### config.mk
export PLATFORM = sky130hd
export DESIGN_NAME = pulp_clock_gate_ctrl
export DESIGN_NICKNAME = d
export VERILOG_FILES = /design/src/rtl/pulp_clock_gate_ctrl.sv
export SDC_FILE = /design/constraint.sdc
export NUM_CORES = 1
export LEC_CHECK = 0
export CAP_MARGIN = 20
export CORE_ASPECT_RATIO = 1.2
export CORE_MARGIN = 5
export CORE_UTILIZATION = 55
export CTS_CLUSTER_SIZE = 16
export DETAILED_ROUTE_END_ITERATION = 8
export PLACE_DENSITY = 0.77
export SYNTH_ARGS = -nofsm -noshare
export SYNTH_HDL_FRONTEND = slang
export SYNTH_SLANG_ARGS = --single-unit
export TNS_END_PERCENT = 1
### constraint.sdc
create_clock -name clk_i -period 1.8 [get_ports clk_i]
set_input_delay 0.18 -clock clk_i [delete_from_list [all_inputs] [get_ports clk_i]]
set_output_delay 0.18 -clock clk_i [all_outputs]
set_load 0.02 [all_outputs]
### src/rtl/pulp_clock_gate_ctrl.sv
// Control side of an asynchronous clock gate: produces en_async_o for a downstream synchronizing
// gate. Optional wake-request support is enabled with `define CLK_GATE_CTRL_WAKE_EN.
module pulp_clock_gate_ctrl #(
  parameter int unsigned SYNC_STAGES  = 2,
  parameter int unsigned GUARD_CYCLES = 2,
  parameter int unsigned IDLE_HOLD    = 4
) (
  input  logic clk_i,
  input  logic rst_i,
  input  logic req_en_i,
  input  logic idle_i,
`ifdef CLK_GATE_CTRL_WAKE_EN
  input  logic wake_i,
  input  logic wake_clr_i,
  output logic woke_o,
`endif
  output logic en_async_o,
  output logic ack_o,
  output logic gated_o,
  output logic busy_o
);

  localparam int unsigned Settle  = SYNC_STAGES + GUARD_CYCLES;
  localparam int unsigned SettleW = $clog2(Settle + 1);

  localparam logic [SettleW-1:0] SettleLoad = SettleW'(Settle - 1);
  localparam logic [7:0]         IdleLast   = 8'(IDLE_HOLD - 1);

  localparam logic [2:0] StOn       = 3'd0;
  localparam logic [2:0] StWaitIdle = 3'd1;
  localparam logic [2:0] StGating   = 3'd2;
  localparam logic [2:0] StOff      = 3'd3;
  localparam logic [2:0] StUngating = 3'd4;

  logic [2:0]         state_q, state_d;
  logic [7:0]         idle_cnt_q, idle_cnt_d;
  logic [SettleW-1:0] settle_cnt_q, settle_cnt_d;
  logic               req_eff;

`ifdef CLK_GATE_CTRL_WAKE_EN
  logic woke_q, woke_d;

  assign req_eff = req_en_i | wake_i;

  // Set has priority over clear when both land in the same cycle.
  always_comb begin
    woke_d = woke_q;
    if (wake_clr_i) begin
      woke_d = 1'b0;
    end
    if ((state_q == StOff) && wake_i && !req_en_i) begin
      woke_d = 1'b1;
    end
  end

  always_ff @(posedge clk_i) begin
    if (rst_i) begin
      woke_q <= 1'b0;
    end else begin
      woke_q <= woke_d;
    end
  end

  assign woke_o = woke_q;
`else
  assign req_eff = req_en_i;
`endif

  always_comb begin
    state_d      = state_q;
    idle_cnt_d   = idle_cnt_q;
    settle_cnt_d = settle_cnt_q;
    case (state_q)
      StOn: begin
        if (!req_eff) begin
          state_d    = StWaitIdle;
          idle_cnt_d = 8'd0;
        end
      end
      StWaitIdle: begin
        if (req_eff) begin
          state_d = StOn;
        end else if (!idle_i) begin
          idle_cnt_d = 8'd0;
        end else if (idle_cnt_q == IdleLast) begin
          state_d      = StGating;
          settle_cnt_d = SettleLoad;
        end else begin
          idle_cnt_d = idle_cnt_q + 8'd1;
        end
      end
      StGating: begin
        if (settle_cnt_q == '0) begin
          state_d = StOff;
        end else begin
          settle_cnt_d = settle_cnt_q - 1'b1;
        end
      end
      StOff: begin
        if (req_eff) begin
          state_d      = StUngating;
          settle_cnt_d = SettleLoad;
        end
      end
      StUngating: begin
        if (settle_cnt_q == '0) begin
          state_d = StOn;
        end else begin
          settle_cnt_d = settle_cnt_q - 1'b1;
        end
      end
      default: state_d = StOn;
    endcase
  end

  always_ff @(posedge clk_i) begin
    if (rst_i) begin
      state_q      <= StOn;
      idle_cnt_q   <= 8'd0;
      settle_cnt_q <= '0;
    end else begin
      state_q      <= state_d;
      idle_cnt_q   <= idle_cnt_d;
      settle_cnt_q <= settle_cnt_d;
    end
  end

  // en_async_o is a pure state decode, so no input reaches it combinationally.
  always_comb begin
    en_async_o = 1'b1;
    ack_o      = 1'b0;
    gated_o    = 1'b0;
    busy_o     = 1'b0;
    case (state_q)
      StOn: begin
        ack_o = req_eff;
      end
      StWaitIdle: begin
        busy_o = 1'b1;
      end
      StGating: begin
        en_async_o = 1'b0;
        busy_o     = 1'b1;
      end
      StOff: begin
        en_async_o = 1'b0;
        gated_o    = 1'b1;
        ack_o      = ~req_eff;
      end
      StUngating: begin
        busy_o = 1'b1;
      end
      default: begin
        en_async_o = 1'b1;
      end
    endcase
  end

endmodule
==> flow_summary.rst <==
.. list-table::
   :header-rows: 1

   * - Metric
     - Value
   * - HPWL after DPL
     - 1420 um
   * - Worst-skew pair later-pin latency
     - roughly 290 ps
   * - Count of buffers from port buffering
     - 7
   * - Fraction of power consumed by sequential logic
     - around half
   * - Number of fill cells
     - 137
   * - TritonCTS clock tree
     - done
   * - Highest clock rate
     - 585 MHz
   * - Number of buffers between clock root and the deepest sink
     - 2
   * - Share of final-layout standard cells stronger than drive strength 1
     - 21.1%
   * - Number of failing setup endpoints in the final timing report
     - 0
   * - Instance count on the critical path
     - 3
   * - Number of antenna violations at the first check in global routing
     - 0
   * - Depth of the worst register-to-register path
     - 5
   * - Destination of the worst register-to-register timing path
     - settle_cnt_q[1]
   * - Endpoint kind of the worst setup timing path
     - output port
   * - Number of sinks handled by clock tree synthesis
     - 14
   * - Crit Reg-Reg Startpoint
     - idle_cnt_q[0]
   * - Warning count from the yosys run
     - 0
   * - Sw Share
     - 23.9%
   * - Launching instance or port of the critical path
     - state_q[2]
   * - Clock tree root driver cell
     - sky130_fd_sc_hd__clkbuf_4
   * - Startpoint class of the critical path
     - flip-flop
   * - Crit Path Max Fanout
     - 12
   * - Max-slew violations
     - 0
   * - Vert. Die Dim
     - 54.1 um
   * - Post-CTS setup buffer count
     - 0
   * - Max Clock Skew
     - 5.57 ps
   * - Worst setup slack before clock tree synthesis
     - -2.37 ps
   * - P_leak
     - roughly 0.39 nW
   * - TritonCTS buffer count
     - 3
   * - Layout Nets
     - approximately 120
   * - Run status
     - finished, final reports clean
   * - Average wire length per cell after detail routing
     - 14.9 um
   * - Number of register bits inferred by synthesis
     - 14
   * - DRT Wirelength
     - 1970 um
   * - Cell area after placement
     - 1010 um2
   * - Count of TritonRoute iterations in the first routing pass
     - 4
   * - Total global-route track usage
     - between 10% and 20%
   * - Std cell rows
     - 16
   * - Worst Path Buf+Inv
     - 1
   * - Largest net degree at the start of global routing
     - 13
   * - Syn_nets
     - 108
   * - Multi-input logic area
     - around 560 um2
   * - Setup TNS
     - 0 ps
   * - Final GP Congestion
     - 0.862
   * - Post-layout minimum cycle time
     - 1710 ps
   * - Hold Path Class
     - reg2reg
   * - Clock transition at the register clock pins on the worst setup and hold paths after CTS
     - 90 ps
   * - Wire length of the first global-routing pass
     - 3240 um
   * - Peak supply drop
     - 0.365 mV
   * - Part of the power in the clock network
     - 37.9%
   * - Part of the cycle the worst path needs
     - 95.0%
   * - Logic pwr share
     - 10.4%
   * - Post-Syn Instances
     - around 100
   * - Starting utilization of the core area
     - roughly 56%
   * - Largest area contributor in the synthesized netlist
     - sky130_fd_sc_hd__dfxtp_1
   * - Post-layout power
     - 0.611 mW
   * - Boundary Pins
     - 8
   * - Endpoint of the worst setup timing path
     - gated_o
   * - Total Die Area
     - 2530 um2
   * - Top cells by area, synth
     - sky130_fd_sc_hd__dfxtp_1, sky130_fd_sc_hd__nor4_4, sky130_fd_sc_hd__nor3_1
   * - Growth of design area from synthesis to finish
     - 17.6%
   * - Finished layout cell area
     - about 1000 um2
   * - Most frequent cell after synthesis
     - sky130_fd_sc_hd__dfxtp_1
   * - Cell with the biggest individual delay on the critical path
     - sky130_fd_sc_hd__clkdlybuf4s50_1
   * - Critical Setup Path Class
     - reg2out
   * - Mean instance size in the synthesized netlist
     - 8.82 um2
   * - Core footprint
     - 1580 um2
   * - Switching power
     - 0.146 mW
   * - Cell family with the largest share of critical-path delay
     - buffers and inverters
   * - Async S/R FF share, synth
     - 0%
   * - Data arrival time of the critical path
     - 1530 ps
   * - Total overflow reported by the global router
     - 0
   * - Count of flip-flops with a built-in enable after synthesis
     - 0
   * - Remaining antenna violation count
     - 0
   * - Flip-flop cell with the highest count after synthesis
     - sky130_fd_sc_hd__dfxtp_1
   * - Number of inserted diodes
     - 0
   * - Starting DRC count in detailed routing
     - 27
   * - Power density of the placed cells
     - 583 nW/um2
   * - Most instantiated cells after synthesis
     - sky130_fd_sc_hd__dfxtp_1, sky130_fd_sc_hd__nor2_1, sky130_fd_sc_hd__nor3_1
   * - Sequential-to-total area share from yosys stat
     - 31.5%
   * - Endpoint required time on the critical path
     - 1620 ps
   * - Residual DRC
     - 0
   * - Internal
     - roughly 0.46 mW
   * - Slew headroom
     - between 70 and 80%
   * - Max-Cap Viols
     - 0
   * - Post-cts hold buffer count
     - 0
   * - Floorplan die width
     - 46.7 um
   * - Largest incremental delay on the critical path
     - about 600 ps
   * - CTS H-tree lvls
     - 1
   * - Transition time of the tightest slew-check pin
     - 430 ps
   * - Mean number of vias per cell
     - 6.11
   * - Vias
     - 807
   * - RSZ-0062 raised after global routing
     - no
   * - Area used by sequential logic in the layout
     - approximately 280 um2
   * - Register-to-Register Setup Slack
     - ~160 ps
   * - Setup slack after layout
     - 89.9 ps
   * - Distinct cell type count after synthesis
     - 45
   * - Vias in the first global route
     - 759
   * - Hold violation count in the final report
     - 0
   * - CP cell instances
     - nand2b_1, nor2_1, clkdlybuf4s50_1
   * - Cell area after synthesis
     - ~890 um2
   * - Fraction of post-synthesis cell area in the top cell type by area
     - 31.5%
[layout by cell type, fill, tap and decap left out, drive strengths merged, types with 2 or more instances in the layout]
| cell | Yosys | final |
|---|---|---|
| dfxtp | 14 | 14 |
| nor2 | 11 | 11 |
| nor3 | 8 | 8 |
| buf | 4 | 8 |
| nand2 | 7 | 7 |
| inv | 5 | 5 |
| clkdlybuf4s50 | 0 | 5 |
| clkbuf | 2 | 4 |
| xnor2 | 3 | 3 |
| nand3 | 3 | 3 |
| o21ai | 3 | 3 |
| a21oi | 3 | 3 |
| ha | 3 | 3 |
| and3 | 3 | 3 |
| nor4 | 3 | 3 |
| a211oi | 3 | 3 |
| nand2b | 2 | 2 |
| o31ai | 2 | 2 |
| dlygate4sd2 | 0 | 2 |
| a31oi | 2 | 2 |
[timing repair]
item / in CTS / in global routing
resized for setup: 4 / 0
endpoints found under the hold margin: 0 / 0
setup endpoints to repair: 4 / 0
[worst register-to-register path: cells and delay by family (launching register included)]
family | cells | cell delay [ps]
compound gates | 1 | 240
flops | 1 | 350
fa+ha+maj | 1 | 260
simple gates | 3 | 700
[logic make-up (layout without fill, tap and decap cells)]
group / after synthesis / count (layout) / synth area share, %
xor gates and xnor gates: 3 / 3 / 2.95
adders and majority gates: 3 / 3 / 4.21
buffers and inverters: 11 / 24 / 5.76
muxes: 1 / 1 / 1.12
AOI/OAI and AO/OA: 23 / 23 / 19.7
DFF: 14 / 14 / 31.5
and+or+nand+nor: 46 / 46 / 34.8
[flip-flops by register name (all words and copies together) (netlist names)]
signal and cells:
state_q 3, settle_cnt_q 3, idle_cnt_q 8
[stage by stage]
stage	hold slack [ps]	utilization (%)	cells
final	489	66.2	132
after floorplan	269	-	101
after detailed placement	471	63.9	128
after CTS	486	66.2	132
after global placement	461	63.9	128
after global routing	517	66.2	132
[metal layers]
| layer | track usage [%] | routed length, um | part of all wire [%] |
|---|---|---|---|
| met4 | 9.68 | 14 | 0.71 |
| met5 | 0 | 0 | 0 |
| met3 | 4.01 | 67 | 3.4 |
| met2 | 32.6 | 1040 | 53 |
| met1 | 19.5 | 848 | 43 |
[layout make-up]
cell class,count,area share (%)
Multi-Input combinational cell,76,53.4
Sequential cell,14,27.0
Timing Repair Buffer,15,12.2
Clock buffer,4,3.46
Tap cell,18,2.15
Inverter,5,1.79
[power groups by stage]
stage                     combinational (mW)  sequential, mW  clock [mW]
after floorplan                       0.0382           0.320           0
after global placement                0.0637           0.323           0
after detailed placement              0.0648           0.323           0
after CTS                             0.0631           0.316       0.245
after global routing                  0.0681           0.317       0.266
final                                 0.0634           0.316       0.231
[worst min-delay path by stage]
stage / start / to / cells after the start
floorplan: rst_i / state_q[1] / 1
global placement: settle_cnt_q[2] / settle_cnt_q[2] / 2
detailed placement: settle_cnt_q[0] / settle_cnt_q[0] / 1
CTS: settle_cnt_q[0] / settle_cnt_q[0] / 1
global route: settle_cnt_q[2] / settle_cnt_q[2] / 2
finish: settle_cnt_q[2] / settle_cnt_q[2] / 2
Power figures use the tool's default switching activity.
